**src/rtl/vc_dest_router_pkg.sv**
```systemverilog
// Shared word-format and VC id definitions for the class demux, VC/D FIFOs
// and the destination router.
package vc_dest_router_pkg;
  localparam int PAYLOAD_MSB = 7;
  localparam int CLASS_BIT   = 8;
  localparam int DEST_BIT    = 9;
  localparam int DATA_SIZE   = 10;

  typedef enum logic {
    VC0 = 1'b0,
    VC1 = 1'b1
  } vc_id_t;
endpackage

```
**src/rtl/vc_grant_arb.sv**
```systemverilog
// Combinational VC pop grant for vc_dest_router; strict VC0 priority by
// default, round-robin with a last_grant register when VC_ROUND_ROBIN_EN is defined.
module vc_grant_arb
  import vc_dest_router_pkg::*;
(
`ifdef VC_ROUND_ROBIN_EN
  input  logic clk,
`endif
  input  logic reset,
  input  logic vc0_empty,
  input  logic vc1_empty,
  input  logic stall,
  output logic pop_vc0,
  output logic pop_vc1
);

  logic can_pop;
  assign can_pop = !reset && !stall;

`ifdef VC_ROUND_ROBIN_EN
  vc_id_t last_grant;

  always_comb begin
    pop_vc0 = 1'b0;
    pop_vc1 = 1'b0;
    if (can_pop) begin
      if (!vc0_empty && !vc1_empty) begin
        // Contention: hand the grant to the VC that did not win last time.
        if (last_grant == VC0) pop_vc1 = 1'b1;
        else                   pop_vc0 = 1'b1;
      end else begin
        pop_vc0 = !vc0_empty;
        pop_vc1 = !vc1_empty;
      end
    end
  end

  always_ff @(posedge clk or posedge reset) begin
    if (reset)        last_grant <= VC0;
    else if (pop_vc0) last_grant <= VC0;
    else if (pop_vc1) last_grant <= VC1;
  end
`else
  assign pop_vc0 = can_pop && !vc0_empty;
  assign pop_vc1 = can_pop && vc0_empty && !vc1_empty;
`endif

endmodule

```
**src/rtl/vc_dest_router.sv**
```systemverilog
// Pops VC0/VC1 FIFOs and steers each word by its dest bit into D0 or D1.
// Build option: define VC_ROUND_ROBIN_EN for round-robin VC arbitration.
module vc_dest_router #(
  parameter int DATA_SIZE = vc_dest_router_pkg::DATA_SIZE,
  parameter int DEST_BIT  = vc_dest_router_pkg::DEST_BIT
) (
  input  logic                 clk,
  input  logic                 reset,
  input  logic [DATA_SIZE-1:0] vc0_data,
  input  logic [DATA_SIZE-1:0] vc1_data,
  input  logic                 vc0_empty,
  input  logic                 vc1_empty,
  input  logic                 d0_almost_full,
  input  logic                 d1_almost_full,
  output logic                 pop_vc0,
  output logic                 pop_vc1,
  output logic                 push_d0,
  output logic                 push_d1,
  output logic [DATA_SIZE-1:0] d_data,
  output logic                 idle
);
  import vc_dest_router_pkg::*;

  // Dest is unknown until the word is read, so either almost-full stalls pops.
  logic stall;
  assign stall = d0_almost_full || d1_almost_full;

  vc_grant_arb u_arb (
`ifdef VC_ROUND_ROBIN_EN
    .clk       (clk),
`endif
    .reset     (reset),
    .vc0_empty (vc0_empty),
    .vc1_empty (vc1_empty),
    .stall     (stall),
    .pop_vc0   (pop_vc0),
    .pop_vc1   (pop_vc1)
  );

  logic                 s1_valid;
  vc_id_t               s1_src;
  logic [DATA_SIZE-1:0] word;

  // The VC FIFO output is registered, so the popped word appears one cycle later.
  assign word = (s1_src == VC1) ? vc1_data : vc0_data;

  always_ff @(posedge clk or posedge reset) begin
    if (reset) begin
      s1_valid <= 1'b0;
      s1_src   <= VC0;
      push_d0  <= 1'b0;
      push_d1  <= 1'b0;
      d_data   <= '0;
    end else begin
      s1_valid <= pop_vc0 || pop_vc1;
      s1_src   <= pop_vc1 ? VC1 : VC0;
      if (s1_valid) begin
        d_data  <= word;
        push_d1 <= word[DEST_BIT];
        push_d0 <= !word[DEST_BIT];
      end else begin
        push_d0 <= 1'b0;
        push_d1 <= 1'b0;
      end
    end
  end

  assign idle = vc0_empty && vc1_empty && !s1_valid && !push_d0 && !push_d1;

endmodule
```
**config.mk**
```make
export PLATFORM = sky130hd
export DESIGN_NAME = vc_dest_router
export DESIGN_NICKNAME = d
export VERILOG_FILES = /design/src/rtl/vc_dest_router_pkg.sv /design/src/rtl/vc_grant_arb.sv /design/src/rtl/vc_dest_router.sv
export SDC_FILE = /design/constraint.sdc
export NUM_CORES = 1
export LEC_CHECK = 0
export CORE_UTILIZATION = 32
export CTS_BUF_LIST = sky130_fd_sc_hd__clkbuf_2
export DETAILED_ROUTE_END_ITERATION = 12
export PLACE_DENSITY = 0.86
export SLEW_MARGIN = 10
export SYNTH_ARGS = -nofsm -noshare
export SYNTH_HDL_FRONTEND = slang
export SYNTH_HIERARCHICAL = 1
export SYNTH_SLANG_ARGS = --single-unit
```
**constraint.sdc**
```tcl
create_clock -name clk -period 0.95 [get_ports clk]
set_clock_uncertainty 0.1 [all_clocks]
set_input_delay 0.095 -clock clk [delete_from_list [all_inputs] [get_ports clk]]
set_output_delay 0.095 -clock clk [all_outputs]
set_load 0.005 [all_outputs]
```
==> impl_metrics.ini <==
[placed_design]
dp_cells = 125
io_buffer_count = 40
globalplace.congestion = 0.681
hpwl_mm = 1.34
post_dp_cell_area_um2 = 1110

[sta]
timing.final.ws_setup_ns = -0.284
rsz0062_at_grt = yes
setup-violations-final = 28
slew_viol_final = 0
max_slew_margin_pct = 84.6
layout_worst_path_cycle_share_pct = 130
finalCriticalPeriod_ns = 1.23
fmax_ghz = 0.810
hold_viol = 0
tightestPinTransition_ns = 0.231
tns_ns = -2.56

[global_route]
grt_use_total_pct = 18.4
grt_pass1_vias = 623
grt_pass1_wl_mm = 2.73
grt_max_degree = 23
grt_antenna_before_repair = 0
grt_overflow = 0

[clocking]
clk_latency_ns = 0.26
cts-htree-levels = 1
cts_buffers = 3
cts.sinks = 14
cts_tree = yes
clkTransAtPathRegs_ns = 0.14
clock_path_buffers = 2
cts-root-buf = clkbuf_2

[layout]
final_nets = 138
final_cell_area_um2 = 1160
stdcell_count = 136
antennaDiodeCount = 0
layout_commonest_cell = clkdlybuf4s50_1
layout-drive-gt1-share_pct = 36.9
syn2layout_area_growth_pct = 87.0
mostFrequentLayoutCells = clkdlybuf4s50_1, buf_2, dfrtp_1

[drt]
wirelength_mm = 1.72
dr_wl_met3_um = 101
dr_wl_met2_um = 989
ant_nets = 0
firstDrtPassIters = 2
wl_per_cell_um = 12.7
dr.first_iter.drc_count = 4
via_per_inst = 4.52
drc_errors = 0
wl_met1_um = 631
vias = 615
top_layer = met3

[setup_path]
regToRegStartpoint = s1_src
crit_start = push_d0
cp.arrival_ns = 1.04
crit_required_ns = 0.75
path_max_fanout = 2
path_class = register to primary output
cp-end-kind = primary output
worstSetupStartpointType = register

[power_and_ir_drop]
leakage_nw = 0.515
peakVddDrop_v = 0.000905
finalPower_mw = 1.48
powerDensity_nw_per_um2 = 1280

[synth]
yosysSeqAreaShare_pct = 56.7
mappedNetlistNets = 82
yosys.area_share.simple_pct = 15.0
synth_compound_area_share_pct = 8.10
syn_area_um2 = 618
yosys_warnings = 6
yosysUniqueCellTypes = 14
synth_xor_area_share_pct = 0
ys_ff_latch = 14
synth_mux_area_share_pct = 16.2
syn_area_per_cell_um2 = 11.0
synthAdderAreaFrac_pct = 0
synth_top_family_by_area = multiplexers
synth_cells = 56

[status]
failed_checks = setup timing
run_status = finished with violations

[floorplanning]
die_x_um = 46.0
initial_core_util_pct = 35.0
rows = 15
dieArea_um2 = 2110
die_h_um = 46.0
fp.coreArea_um2 = 1760
io_pins = 41

[job]
maxCapViolations = 0

[min_path]
hp-class = input port to async pin
through the flow:
step	setup slack (ns)	util, %	hold slack [ns]
6_report	-0.284	65.5	0.0663
5_1_grt	-0.390	65.5	0.0607
4_1_cts	-0.324	63.8	0.0430
3_5_place_dp	-0.890	62.7	0.416
3_3_place_gp	-0.816	62.7	0.406
2_1_floorplan	-0.0605	-	-0.116
worst max-delay path: stages (launching register included):
cell and delay, ns:
dfrtp_1 0.41, nor4_2 0.23, buf_2 0.15
cell usage after synthesis:
master,count,share of area [%]
a21oi_1,10,8.1
and2_1,1,1.0
buf_2,2,1.6
buf_6,1,1.8
dfrtp_1,14,57
inv_1,1,0.61
mux2i_1,10,16
nand2_1,1,0.61
nor2_1,10,6.1
nor2b_1,1,1.0
nor3_1,1,0.81
nor4_1,1,1.0
nor4b_2,1,2.4
or2_2,2,2.0
registers in the layout (all words and copies together), names as in the netlist:
register,count
s1_valid,1
d_data,10
s1_src,1
push_d1,1
push_d0,1
worst paths after layout:
path / endpoint / slack [ns] / cells past startpoint
setup / recovery: idle / -0.28 / 2
hold / removal: d_data[6] / 0.07 / 4
setup reg to reg: push_d0 / -0.18 / 3
hold reg to reg: d_data[7] / 0.44 / 2
max in group asynchronous: d_data[3] / 0.14 / 4
min in group clk: s1_src / 0.25 / 5
kinds of logic after synthesis:
kind of cell    after synthesis
simple gates                 18
flops                        14
compound gates               10
mux                          10
buf+inv                       4
timing repair:
action | 4_1_cts | 5_1_grt
pin swaps | 13 | 2
resized for setup | 72 | 7
cloned | 0 | 0
setup buffers | 5 | 1
hold buffers | 1 | 0
setup endpoints to repair | 29 | 28
endpoints found under the hold margin | 2 | 0
per-layer routing:
metal / up-vias / track usage (%)
met5: - / 0
met4: 0 / 1.76
met3: 0 / 4.76
met2: 22 / 37.5
met1: 292 / 18.8
li1: 301 / -
cell type report:
type | count | area [µm²]
sequential | 14 | 350
timing repair buffer | 54 | 448
multi-input combinational | 38 | 304
inverter | 1 | 3.75
fill | 159 | 608
clock buffer | 3 | 15.0
clock inverter | 1 | 3.75
tap | 25 | 31.3
power breakdown:
group | internal (mW) | switching [mW]
clock network | 0.0915 | 0.181
logic | 0.287 | 0.184
registers | 0.689 | 0.0481
Power figures use the tool's default switching activity.
